==> src/rtl/pkg_cpu.sv <==
// CPU bus encodings shared by the spcpu core and its bus-side peripherals.
package pkg_cpu;

    // Access-size encoding on data_acc_sz
    localparam logic cpu_data_acc_sz_8  = 1'b0;
    localparam logic cpu_data_acc_sz_16 = 1'b1;

endpackage

==> src/rtl/pkg_mem_ctrl.sv <==
// Types and constants for the spcpu block-RAM memory controller.
package pkg_mem_ctrl;

    // Width of the programmable wait-state down-counter (0..15 wait states)
    localparam int mem_ctrl_wait_cnt_width = 4;

    typedef enum logic [2:0] {
        IDLE,
        WAIT,
        ACC_LO,
        ACC_HI,
        DONE
    } mem_ctrl_state_t;

    // A 16-bit access at an odd byte address straddles two RAM words
    function automatic logic is_unaligned16(input logic addr_lsb, input logic acc_sz);
        return addr_lsb && (acc_sz == pkg_cpu::cpu_data_acc_sz_16);
    endfunction

endpackage

==> src/rtl/spcpu_mem_ctrl_lane_steer.sv <==
// Byte-lane steering between the CPU view (little-endian bytes) and the
// word-wide RAM: byte enables, write-data placement and read assembly.
module spcpu_mem_ctrl_lane_steer
    import pkg_cpu::*;
(
    input  logic        byte_sel,
    input  logic        acc_sz,
    input  logic        phase_hi,
    input  logic [15:0] cpu_wdata,
    input  logic [15:0] ram_rdata,
    input  logic [7:0]  lo_byte,
    output logic [1:0]  lane_be,
    output logic [15:0] lane_wdata,
    output logic [15:0] cpu_rdata
);

    // Choose lanes by size and byte offset; aligned 16-bit passes straight through
    always_comb begin
        lane_be    = 2'b11;
        lane_wdata = cpu_wdata;
        cpu_rdata  = ram_rdata;
        if (acc_sz == cpu_data_acc_sz_8) begin
            lane_be    = byte_sel ? 2'b10 : 2'b01;
            lane_wdata = {cpu_wdata[7:0], cpu_wdata[7:0]};
            cpu_rdata  = {8'h00, (byte_sel ? ram_rdata[15:8] : ram_rdata[7:0])};
        end else if (byte_sel) begin
            // Unaligned: low byte rides lane 1 of the first word, high byte
            // rides lane 0 of the next word, so the data is byte-swapped.
            lane_be    = phase_hi ? 2'b01 : 2'b10;
            lane_wdata = {cpu_wdata[7:0], cpu_wdata[15:8]};
            cpu_rdata  = {ram_rdata[7:0], lo_byte};
        end
    end

endmodule

==> src/rtl/spcpu_mem_ctrl.sv <==
// spcpu memory controller: turns one-cycle CPU bus requests into one or two
// RAM cycles after a programmable number of wait states, and returns a
// one-cycle data_ready pulse with the assembled read data.
module spcpu_mem_ctrl
    import pkg_cpu::*;
    import pkg_mem_ctrl::*;
#(
    parameter int ADDR_WIDTH  = 16,
    parameter int DATA_WIDTH  = 16,
    parameter int WAIT_STATES = 2
) (
    input  logic                  clk,
    input  logic                  reset,
    input  logic                  req_rdwr,
    input  logic [ADDR_WIDTH-1:0] addr_in,
    input  logic                  data_acc_sz,
    input  logic                  data_inout_we,
    input  logic [DATA_WIDTH-1:0] write_data_in,
    output logic [DATA_WIDTH-1:0] read_data_out,
    output logic                  data_ready,
    output logic                  busy,
    output logic                  req_dropped,
    output logic                  ram_en,
    output logic                  ram_we,
    output logic [1:0]            ram_be,
    output logic [ADDR_WIDTH-2:0] ram_addr,
    output logic [DATA_WIDTH-1:0] ram_wdata,
    input  logic [DATA_WIDTH-1:0] ram_rdata
);

    localparam logic [mem_ctrl_wait_cnt_width-1:0] WAIT_LOAD =
        (WAIT_STATES > 0) ? mem_ctrl_wait_cnt_width'(WAIT_STATES - 1) : '0;

    mem_ctrl_state_t                    state;
    mem_ctrl_state_t                    state_next;
    logic [mem_ctrl_wait_cnt_width-1:0] wait_cnt;
    logic [mem_ctrl_wait_cnt_width-1:0] wait_cnt_next;

    logic [ADDR_WIDTH-1:0] lat_addr;
    logic                  lat_sz;
    logic                  lat_we;
    logic [DATA_WIDTH-1:0] lat_wdata;
    logic [7:0]            lo_byte;

    logic                  access;
    logic                  phase_hi;
    logic                  unaligned;
    logic [ADDR_WIDTH-2:0] word_addr;
    logic [1:0]            steer_be;
    logic [DATA_WIDTH-1:0] steer_wdata;
    logic [DATA_WIDTH-1:0] steer_rdata;

    assign unaligned = is_unaligned16(lat_addr[0], lat_sz);
    assign word_addr = lat_addr[ADDR_WIDTH-1:1];

    // State register and wait counter; reset aborts any access in flight
    always_ff @(posedge clk) begin
        if (!reset) begin
            state    <= IDLE;
            wait_cnt <= '0;
        end else begin
            state    <= state_next;
            wait_cnt <= wait_cnt_next;
        end
    end

    // Next-state logic plus the per-state RAM strobe and completion pulse
    always_comb begin
        state_next    = state;
        wait_cnt_next = wait_cnt;
        access        = 1'b0;
        phase_hi      = 1'b0;
        data_ready    = 1'b0;
        case (state)
            IDLE: begin
                if (req_rdwr) begin
                    if (WAIT_STATES > 0) begin
                        state_next    = WAIT;
                        wait_cnt_next = WAIT_LOAD;
                    end else begin
                        state_next = ACC_LO;
                    end
                end
            end
            WAIT: begin
                if (wait_cnt == '0) begin
                    state_next = ACC_LO;
                end else begin
                    wait_cnt_next = wait_cnt - 1'b1;
                end
            end
            ACC_LO: begin
                access     = 1'b1;
                state_next = unaligned ? ACC_HI : DONE;
            end
            ACC_HI: begin
                access     = 1'b1;
                phase_hi   = 1'b1;
                state_next = DONE;
            end
            DONE: begin
                data_ready = 1'b1;
                state_next = IDLE;
            end
            default: begin
                state_next = IDLE;
            end
        endcase
    end

    // Capture the request only when it is accepted from IDLE
    always_ff @(posedge clk) begin
        if (!reset) begin
            lat_addr  <= '0;
            lat_sz    <= cpu_data_acc_sz_8;
            lat_we    <= 1'b0;
            lat_wdata <= '0;
        end else if (state == IDLE && req_rdwr) begin
            lat_addr  <= addr_in;
            lat_sz    <= data_acc_sz;
            lat_we    <= data_inout_we;
            lat_wdata <= write_data_in;
        end
    end

    // First word of an unaligned read arrives during ACC_HI; keep its lane 1
    always_ff @(posedge clk) begin
        if (!reset) begin
            lo_byte <= '0;
        end else if (state == ACC_HI) begin
            lo_byte <= ram_rdata[15:8];
        end
    end

    // Sticky flag for requests that arrive while an access is still running
    always_ff @(posedge clk) begin
        if (!reset) begin
            req_dropped <= 1'b0;
        end else if (req_rdwr && state != IDLE) begin
            req_dropped <= 1'b1;
        end
    end

    spcpu_mem_ctrl_lane_steer u_lane_steer (
        .byte_sel   (lat_addr[0]),
        .acc_sz     (lat_sz),
        .phase_hi   (phase_hi),
        .cpu_wdata  (lat_wdata),
        .ram_rdata  (ram_rdata),
        .lo_byte    (lo_byte),
        .lane_be    (steer_be),
        .lane_wdata (steer_wdata),
        .cpu_rdata  (steer_rdata)
    );

    assign busy          = (state != IDLE);
    assign ram_en        = access;
    assign ram_we        = access & lat_we;
    assign ram_be        = access ? steer_be : 2'b00;
    assign ram_addr      = access ? (phase_hi ? word_addr + 1'b1 : word_addr) : '0;
    assign ram_wdata     = access ? steer_wdata : '0;
    assign read_data_out = (data_ready && !lat_we) ? steer_rdata : '0;

endmodule

==> config.mk <==
export PLATFORM = sky130hd
export DESIGN_NAME = spcpu_mem_ctrl
export DESIGN_NICKNAME = d
export VERILOG_FILES = /design/src/rtl/pkg_cpu.sv /design/src/rtl/pkg_mem_ctrl.sv /design/src/rtl/spcpu_mem_ctrl_lane_steer.sv /design/src/rtl/spcpu_mem_ctrl.sv
export SDC_FILE = /design/constraint.sdc
export NUM_CORES = 1
export LEC_CHECK = 0
export ABC_CLOCK_PERIOD_IN_PS = 2100
export BUFFER_PORTS_ARGS = -buffer_cell sky130_fd_sc_hd__buf_2
export CORE_MARGIN = 1.5
export CORE_UTILIZATION = 51
export CTS_BUF_LIST = sky130_fd_sc_hd__clkbuf_4 sky130_fd_sc_hd__clkbuf_8
export CTS_CLUSTER_DIAMETER = 100
export DETAILED_ROUTE_END_ITERATION = 7
export GPL_TIMING_DRIVEN = 0
export PLACE_DENSITY_LB_ADDON = 0.25
export SLEW_MARGIN = 10
export SYNTH_ARGS = -nofsm -noshare
export SYNTH_HDL_FRONTEND = slang
export SYNTH_SLANG_ARGS = --single-unit
==> constraint.sdc <==
create_clock -name clk -period 2.1 [get_ports clk]
set_input_delay 0.315 -clock clk [delete_from_list [all_inputs] [get_ports clk]]
set_output_delay 0.315 -clock clk [all_outputs]
set_load 0.05 [all_outputs]
# Word level (Yosys, flattened, before mapping)
# Index checks and enable logic that the tools add are counted.
# Widths: inputs -> output; s select.
# totals
latchBits	0
ram_bits	0
mem_bits_ro	0
regBits	50
n_memories	0
word_cells	54
input_bits	53
output_inout_bits	54
# op_classes
div_mod_pow	0
n_mux	24
addsub	2
n_shift	0
n_eq_ne	7
reduce_logical	12
bitwise	1
order_cmp	0
mul	0
# op_table
operator	n
$mux 16	6
$mux 15	2
$add 15x1->15 const B	1
$pmux 3 s4	1
$mux 2	5
$mux 3	3
$mux 4	2
$mux 8	1
$pmux 4 s2	1
$eq 3x2->1 const B	2
$ne 2x2->1 const B	3
$logic_and 1x1->1	4
$logic_not 4->1	1
$sub 4x1->4 const B	1
$eq 3x1->1 const B	1
$eq 3x3->1 const B	1
$logic_not 3->1	1
$mux 1	3
$reduce_and 3->1	1
$reduce_bool 3->1	1
$reduce_and 2->1	1
$reduce_bool 2->1	1
$reduce_or 2->1	1
$and 1x1->1	1
$logic_not 1->1	1

# Depth between registers and ports, before layout
# Gate-level depths: netlist (run 1).
# depth
ltp_word	6
depth_mapped	8
depth_no_buf	6

# Hierarchy
# From an unflattened synthesis (run 1), not the netlist that was laid out.
# unflattened
hier_cells	400
area_unflattened_um2	3114.2
# modules_own_cells
mod	seq_area_each_um2	cells_each	instances	area_each_um2
spcpu_mem_ctrl	1001.0	332	1	2571.2
spcpu_mem_ctrl_lane_steer	0.0	68	1	543.0

# Least setup slack after synthesis (run 1)
# No wires, ideal clock.
# synth_timing
kind	register -> output
from	register state[1]
to	output read_data_out[6]
stages_incl_launch_ff	7
t_required_ns	1.785
arrival_time_ns	3.296
path_buffers	3
setup_slack_ns	-1.511
path_cell_list	dfxtp_1 -> buf_6 -> nor3b_1 -> nand2b_1 -> clkbuf_1 -> clkbuf_1 -> a211oi_1
# synth_via
elab_chain_len	4
# synth_rtl
item	line	rtl
start: declaration	spcpu_mem_ctrl.sv:34	mem_ctrl_state_t state;
start signal: assignment	spcpu_mem_ctrl.sv:62	state <= state_next;
$eq 3x3->1	spcpu_mem_ctrl.sv:74	case (state)
$mux 1	spcpu_mem_ctrl.sv:74	
named net data_ready	spcpu_mem_ctrl.sv:20	output logic data_ready,
$logic_and 1x1->1	spcpu_mem_ctrl.sv:162	assign read_data_out = (data_ready && !lat_we) ? steer_rdata : '0;
$mux 16	spcpu_mem_ctrl.sv:162	
end: declaration	spcpu_mem_ctrl.sv:19	output logic [DATA_WIDTH-1:0] read_data_out,
# The timed path passes the listed nets, and every way through them passes these cells.

# Final worst setup path (run 1)
# layout_timing
from	register state[0]
to	output ram_addr[13]
# layout_via
elab_chain_len	4
word_cells_on_any_way	7
classes_between	2 x eq/ne; 4 x mux; 1 x reduce/logical
# layout_rtl
item	line	rtl
$eq 3x2->1	spcpu_mem_ctrl.sv:74	
$mux 1 / $reduce_or 2->1 (equally long branches)	-	
$mux 15 / $mux 1 (equally long branches)	spcpu_mem_ctrl.sv:160, spcpu_mem_ctrl.sv:74	
$mux 15 (*)	spcpu_mem_ctrl.sv:160	assign ram_addr = access ? (phase_hi ? word_addr + 1'b1 : word_addr) : '0;
end: declaration	spcpu_mem_ctrl.sv:26	output logic [ADDR_WIDTH-2:0] ram_addr,
# Mark *: on every way between the ends. The rest lies on a longest branch, timed or not.

==> impl_metrics.sql, run 1 <==
INSERT INTO impl_metrics (metric_group, metric, value, unit) VALUES
('floorplanning', 'die_x_extent', '78.6', 'µm'),
('setup_path', 'critical_path.max_stage_delay', '0.54', 'ns'),
('cells_and_area', 'layout.filler_cells', '342', ''),
('timing', 'timing_hold_violations_final', '0', ''),
('global_routing', 'largest_net_degree_at_the_start_of_global_routing', '17', ''),
('setup_path', 'worstSetupPathType', 'reg -> out', ''),
('outcome', 'failed_checks', 'negative setup slack', ''),
('cells_and_area', 'finish.instance_area', '4500', 'µm²'),
('logic_synthesis', 'post_synth_instance_area', '2920', 'µm²'),
('global_routing', 'grt_first_pass_wirelength', '15400', 'µm'),
('power_and_ir_drop', 'max-vdd-ir-drop', '491', 'µV'),
('floorplanning', 'initial_cell_density_of_the_core', '0.529', ''),
('logic_synthesis', 'synth_enable_flop_cells', '0', ''),
('route', 'detail_route.first_pass.iterations', '6', ''),
('power_and_ir_drop', 'power.leakage', '1.78', 'nW'),
('floorplanning', 'core', '5510', 'µm²'),
('timing', 'finClkSkew', '0.00696', 'ns'),
('route', 'num_vias', '3544', ''),
('timing', 'final_count_of_pins_violating_max_slew', '0', ''),
('global_routing', 'gr-usage-all-layers', '0.317', ''),
('power_and_ir_drop', 'finalPower', '2.54', 'mW'),
('route', 'wl_met1', '4130', 'µm'),
('timing', 'transition_at_the_pin_with_the_smallest_max_transition_slack', '0.517', 'ns'),
('timing', 'fin_crit_sh', '1.15', ''),
('logic_synthesis', 'synth_top_cell_by_area', 'sky130_fd_sc_hd__dfxtp_1', ''),
('route', 'finalWirelength', '10300', 'µm'),
('route', 'wl_met3', '771', 'µm'),
('route', 'routed.top_layer', 'met4', ''),
('logic_synthesis', 'synth_flop_cell', 'sky130_fd_sc_hd__dfxtp_1', ''),
('min_path', 'worst_hold_path_type', 'in -> reg', ''),
('timing', 'timing.max_slew.rel_slack', '0.656', ''),
('logic_synthesis', 'synthesis.instances', '406', ''),
('logic_synthesis', 'synthArstFlopShare', '0', ''),
('route', 'met2_length', '5120', 'µm'),
('placed_design', 'dp_hpwl', '6190', 'µm'),
('clocking', 'cts_tree', 'yes', ''),
('clocking', 'ctsLongestPathBuffers', '2', ''),
('setup_path', 'critical_path_arrival', '2.11', 'ns'),
('setup_path', 'cp.buffers_inverters', '2', ''),
('placed_design', 'placedInstanceArea', '3820', 'µm²'),
('cells_and_area', 'most-common-layout-cells', 'sky130_fd_sc_hd__nand2_1, sky130_fd_sc_hd__buf_2, sky130_fd_sc_hd__a21boi_0', ''),
('cells_and_area', 'drive_gt1_frac', '0.416', ''),
('setup_path', 'critPathMostFrequentCell', 'sky130_fd_sc_hd__buf_6', ''),
('cells_and_area', 'antennaDiodeCount', '0', ''),
('global_routing', 'gr-total-overflow', '0', ''),
('run', 'max_capacitance_violation_total', '0', ''),
('clocking', 'h-tree-depth', '2', ''),
('logic_synthesis', 'total_of_flip_flops_plus_latches_after_synthesis', '50', ''),
('timing', 'period_needed', '2.42', 'ns'),
('timing', 'fmax', '413', 'MHz'),
('clocking', 'clock_slew_at_the_register_clock_pins_of_the_worst_setup_and_hold_paths', '0.10', 'ns'),
('floorplanning', 'rows', '27', ''),
('clocking', 'worstSkewPairLatency', '0.31', 'ns'),
('setup_path', 'cp_data_required_time', '1.78', 'ns'),
('logic_synthesis', 'synth_nets', '461', ''),
('route', 'routedWlPerCell', '16.8', 'µm'),
('clocking', 'postCtsHoldBufs', '0', ''),
('logic_synthesis', 'syn-mean-instance-area', '7.18', 'µm²'),
('logic_synthesis', 'top_cells_by_area_in_the_synthesized_netlist', 'sky130_fd_sc_hd__dfxtp_1, sky130_fd_sc_hd__nand2_1, sky130_fd_sc_hd__a21boi_0', ''),
('cells_and_area', 'layout.cells.most_common', 'sky130_fd_sc_hd__nand2_1', ''),
('outcome', 'status', 'complete, but fails checks', ''),
('timing', 'timing.final.setup_violations', '11', ''),
('power_and_ir_drop', 'p_per_area', '564', 'nW/µm²'),
('timing', 'setup_slack', '-0.321', 'ns'),
('logic_synthesis', 'synth_top_area_share', '0.343', ''),
('route', 'detail-route-antenna-nets', '0', ''),
('timing', 'grt_setup_unrepaired', 'yes', ''),
('clocking', 'clkSinkCount', '50', ''),
('route', 'dr.first_iter.drc_count', '251', ''),
('floorplanning', 'dieArea', '6180', 'µm²'),
('global_routing', 'grt_pass1_vias', '3258', '');
## metrics by stage
stage                     hold slack, ns  worst slack, ns  utilization  TNS (ns)  std cells
final                              0.242           -0.321        0.817     -1.89        610
after CTS                          0.239           -0.271        0.801     -1.41        607
after global placement             0.449           -0.345        0.694     -7.78        583
after global routing               0.239           -0.342        0.817     -2.68        610
after floorplan                    0.443           -0.282            -     -1.15        406
after detailed placement           0.458           -0.385        0.694     -9.01        583
## path summary, 6_finish.rpt
kind	from	to	slack, ns	cells past startpoint
worst min-delay path	write_data_in[2]	lat_wdata[2]$_SDFFE_PN0P_	0.24	3
worst max-delay path	state[0]$_SDFFE_PN0P_	ram_addr[13]	-0.32	6
worst min register to register	lo_byte[0]$_SDFFE_PN0P_	lo_byte[0]$_SDFFE_PN0P_	0.47	2
worst max register to register	state[0]$_SDFFE_PN0P_	lat_wdata[12]$_SDFFE_PN0P_	0.18	7
## routing by layer
metal / track usage / vias to the layer above
met5: 0 / -
met2: 0.551 / 200
met4: 0.107 / 0
li1: - / 1633
met1: 0.398 / 1675
met3: 0.0488 / 36
## cell type report
| cell class | instances | area, µm² | share of cell area |
|---|---|---|---|
| Sequential cell | 50 | 1030 | 0.228 |
| Buffer | 28 | 218 | 0.0484 |
| Clock buffer | 5 | 68.8 | 0.0153 |
| Multi-Input combinational cell | 319 | 2080 | 0.461 |
| Clock inverter | 3 | 68.8 | 0.0153 |
| Tap cell | 72 | 90.1 | 0.0200 |
| Timing Repair Buffer | 128 | 927 | 0.206 |
| Inverter | 5 | 26.3 | 0.00584 |
## cells in the mapped netlist (6+ instances only)
library cell               number
sky130_fd_sc_hd__nand2_1      129
sky130_fd_sc_hd__xnor2_1        6
sky130_fd_sc_hd__a22oi_1        8
sky130_fd_sc_hd__mux2i_1       11
sky130_fd_sc_hd__a21oi_1       24
sky130_fd_sc_hd__nor2_1        31
sky130_fd_sc_hd__a21boi_0      42
sky130_fd_sc_hd__dfxtp_1       50
sky130_fd_sc_hd__a211oi_1       8
sky130_fd_sc_hd__clkbuf_1      19
sky130_fd_sc_hd__nand3_1        6
## worst register-to-register path: cells and delay by family (launching register included)
family	cells	cell delay, ns
compound gates	1	0.17
flops	1	0.33
buf+inv	3	0.61
simple gates	3	0.71
## report_power, final
group	switching, mW	leakage, nW	internal [mW]
Sequential	0.0668	0.415	1.01
Clock	0.344	0.0683	0.477
Combinational	0.398	1.30	0.243
Total	0.808	1.78	1.73
## what timing repair did
| action | 4_1_cts | 5_1_grt |
|---|---|---|
| pin swaps | 8 | 4 |
| gates resized for setup | 107 | 25 |
| setup buffers | 18 | 4 |
| cloned | 1 | 0 |
| setup endpoints to repair | 48 | 47 |
## kinds of logic (layout without fill, tap and decap cells)
logic type | Yosys count | in the layout | share of synthesized area
buffers and inverters | 37 | 169 | 0.0562
muxes | 11 | 11 | 0.0378
adders and majority gates | 2 | 2 | 0.00858
xor gates and xnor gates | 8 | 8 | 0.0240
DFF | 50 | 50 | 0.343
AOI/OAI and AO/OA | 96 | 96 | 0.226
and+or+nand+nor | 202 | 202 | 0.304
## registers in the layout (all words and copies together), names as in the netlist
signal and cells:
lat_addr 16, lat_we 1, wait_cnt 4, lo_byte 8, lat_sz 1, state 3
req_dropped 1, lat_wdata 16
Note: power is estimated with default switching activity, not from simulation.
==> run 2: changes to the inputs <==
CORE_ASPECT_RATIO = 0.6   (was unset)
MAX_ROUTING_LAYER = met4   (was unset)
REMOVE_ABC_BUFFERS = 1   (was unset)
==> run 2 against run 1 <==
The flow still finishes with violations (negative setup slack). Non-clock buffer count fell by 16. Power fell by 10%. Clock-buffer cell count rose by 1. Register-to-register slack got worse by 0.16 ns. Worst setup slack got worse by 0.086 ns. Global-route usage fell by 4.1 points. Critical endpoint unchanged.
==> impl_metrics.sql, run 2 (synthesized netlist as in run 1, its figures left out) <==
INSERT INTO impl_metrics (metric_group, metric, value, unit) VALUES
('clocking', 'worstSkewPairLatency', '0.32', 'ns'),
('clocking', 'cts_tree', 'yes', ''),
('floorplanning', 'die_h', '61.6', 'µm'),
('route', 'vias_per_cell', '5.54', ''),
('power_and_ir_drop', 'p_per_area', '540', 'nW/µm²'),
('clocking', 'postCtsHoldBufs', '0', ''),
('setup_path', 'critical_path.endpoint_type', 'primary output', ''),
('clocking', 'clkSinkCount', '50', ''),
('route', 'detail-route-antenna-nets', '0', ''),
('setup_path', 'timing.critical_path.cells', 'nand4b_1, or4_4, or3_4, a21oi_2, buf_6', ''),
('power_and_ir_drop', 'netSwitchingPower', '776', 'µW'),
('power_and_ir_drop', 'max-vdd-ir-drop', '454', 'µV'),
('outcome', 'failed_checks', 'negative setup slack', ''),
('placed_design', 'dp_hpwl', '5120', 'µm'),
('cells_and_area', 'layout.cells.most_common', 'sky130_fd_sc_hd__nand2_1', ''),
('placed_design', 'placedInstanceArea', '3410', 'µm²'),
('cells_and_area', 'area.growth.synth_to_final', '44.7', '%'),
('outcome', 'status', 'complete, but fails checks', ''),
('route', 'routedWlPerCell', '15.4', 'µm'),
('setup_path', 'top_fanout_value_on_the_critical_path', '3', ''),
('route', 'drcViolationCount', '0', ''),
('power_and_ir_drop', 'finalPower', '2.28', 'mW'),
('global_routing', 'grt_antenna_before_repair', '0', ''),
('setup_path', 'ff2ff_path_depth', '6', ''),
('global_routing', 'largest_net_degree_at_the_start_of_global_routing', '51', ''),
('route', 'wl_met3', '690', 'µm'),
('global_routing', 'gr-usage-all-layers', '0.277', ''),
('power_and_ir_drop', 'comb_power_share', '0.251', ''),
('cells_and_area', 'most-common-layout-cells', 'sky130_fd_sc_hd__nand2_1, sky130_fd_sc_hd__buf_2, sky130_fd_sc_hd__a21boi_0', ''),
('route', 'detail_route.first_pass.iterations', '5', ''),
('timing', 'final_count_of_pins_violating_max_slew', '0', ''),
('placed_design', 'dpl.cell_count', '560', ''),
('floorplanning', 'rows', '21', ''),
('route', 'wl_met1', '4150', 'µm'),
('route', 'num_vias', '3353', ''),
('timing', 'fmax', '399', 'MHz'),
('setup_path', 'critical_path_arrival', '2.19', 'ns'),
('timing', 'timing.max_slew.rel_slack', '0.476', ''),
('cells_and_area', 'antennaDiodeCount', '0', ''),
('timing', 'hold_slack', '0.232', 'ns'),
('floorplanning', 'die_x_extent', '101', 'µm'),
('floorplanning', 'core', '5540', 'µm²'),
('setup_path', 'timing.critical_path.from_type', 'flip-flop', ''),
('clocking', 'ctsLongestPathBuffers', '2', ''),
('timing', 'timing.final.setup_violations', '12', ''),
('setup_path', 'critical_path.max_stage_delay', '0.55', 'ns'),
('route', 'dr.first_iter.drc_count', '265', ''),
('floorplanning', 'dieArea', '6190', 'µm²'),
('global_routing', 'gr-total-overflow', '0', ''),
('timing', 'timing_hold_violations_final', '0', ''),
('timing', 'timing.setup.tns', '-2.31', 'ns'),
('cells_and_area', 'fin_nets', '579', ''),
('route', 'routed.top_layer', 'met4', ''),
('timing', 'grt_setup_unrepaired', 'yes', ''),
('run', 'max_capacitance_violation_total', '0', ''),
('cells_and_area', 'drive_gt1_frac', '0.377', ''),
('route', 'finalWirelength', '9320', 'µm'),
('timing', 'transition_at_the_pin_with_the_smallest_max_transition_slack', '0.786', 'ns'),
('placed_design', 'placement.io_buffers', '106', ''),
('clocking', 'clk_root_buf', 'sky130_fd_sc_hd__clkbuf_8', ''),
('power_and_ir_drop', 'internal-power', '1.50', 'mW'),
('min_path', 'worst_hold_path_type', 'in -> reg', ''),
('floorplanning', 'io-pin-count', '107', ''),
('timing', 'setup_slack', '-0.408', 'ns'),
('power_and_ir_drop', 'clk_pwr_share', '0.269', ''),
('floorplanning', 'initial_cell_density_of_the_core', '0.526', ''),
('timing', 'period_needed', '2.51', 'ns'),
('clocking', 'clock_slew_at_the_register_clock_pins_of_the_worst_setup_and_hold_paths', '0.10', 'ns'),
('clocking', 'h-tree-depth', '2', ''),
('power_and_ir_drop', 'switching_share_of_total_power', '0.341', ''),
('clocking', 'cts_made_buffers', '5', ''),
('setup_path', 'critPathSlowestCell', 'sky130_fd_sc_hd__or4_4', ''),
('route', 'met2_length', '4370', 'µm'),
('timing', 'fin_crit_sh', '1.19', ''),
('power_and_ir_drop', 'power.leakage', '1.74', 'nW'),
('setup_path', 'worstSetupPathType', 'reg -> out', ''),
('global_routing', 'grt_pass1_vias', '2702', ''),
('min_path', 'number_of_cells_on_the_worst_hold_path', '3', ''),
('placed_design', 'gp_congestion', '0.803', ''),
('cells_and_area', 'fin_cells', '605', ''),
('cells_and_area', 'finish.instance_area', '4220', 'µm²'),
('global_routing', 'grt_first_pass_wirelength', '12800', 'µm'),
('setup_path', 'cp_data_required_time', '1.78', 'ns'),
('power_and_ir_drop', 'sequentialPowerShare', '0.480', ''),
('cells_and_area', 'largest_registers', 'lat_addr: 16 flops, lat_wdata: 16 flops, lo_byte: 8 flops', ''),
('timing', 'finClkSkew', '0.0119', 'ns');
-- run 2: changes by cell type in the layout (fill, tap and decap cells not counted), sizes merged --
cell | previous run | this run
nand2b | 5 | 7
nor2 | 32 | 33
clkinvlp | 0 | 1
buf | 137 | 132
bufinv | 2 | 0
clkbuf | 24 | 14
-- run 2: power groups by stage --
stage	logic, mW	clock network [mW]	registers [mW]
after floorplan	0.287	0	1.10
after global placement	0.424	0	1.11
after detailed placement	0.437	0	1.11
after CTS	0.492	0.601	1.09
after global routing	0.615	0.670	1.10
final	0.571	0.614	1.09
-- run 2: per-stage QoR --
step	setup slack [ns]	utilization
6_report	-0.408	0.761
5_1_grt	-0.480	0.761
4_1_cts	-0.393	0.696
3_5_place_dp	-1.25	0.614
3_3_place_gp	-1.20	0.613
2_1_floorplan	-1.70	-
-- run 2: layer usage --
metal | vias to the layer above | GRT usage
li1 | 1611 | -
met1 | 1569 | 0.377
met2 | 154 | 0.412
met3 | 19 | 0.0545
met4 | 0 | 0.0946
met5 | - | -
-- run 2: cell type report --
| type | count | area (µm²) |
|---|---|---|
| Multi-Input combinational cell | 322 | 1980 |
| Fill cell | 399 | 1330 |
| Sequential cell | 50 | 1040 |
| Timing Repair Buffer | 140 | 981 |
| Tap cell | 80 | 100 |
| Clock buffer | 6 | 82.6 |
| Inverter | 5 | 26.3 |
| Clock inverter | 2 | 12.5 |
-- run 2: path summary, 6_finish.rpt --
check | from | end | slack [ns]
worst max-delay path | state[2]$_SDFFE_PN0P_ | ram_addr[13] | -0.41
worst min-delay path | addr_in[8] | lat_addr[8]$_SDFFE_PN0P_ | 0.23
worst max register to register | state[2]$_SDFFE_PN0P_ | wait_cnt[1]$_SDFFE_PN0P_ | 0.02
worst min register to register | lo_byte[3]$_SDFFE_PN0P_ | lo_byte[3]$_SDFFE_PN0P_ | 0.47
-- run 2: critical path: cells and delay by family (launching register included) --
| family | cells | cell delay, ns |
|---|---|---|
| and+or+nand+nor | 3 | 1.17 |
| DFF | 1 | 0.36 |
| buffers and inverters | 1 | 0.18 |
| AOI/OAI and AO/OA | 1 | 0.17 |
-- run 2: repair_timing --
action,4_1_cts,5_1_grt
resized for setup,68,59
pin swaps,10,12
cloned,2,1
setup endpoints to repair,60,82
setup buffers,18,16
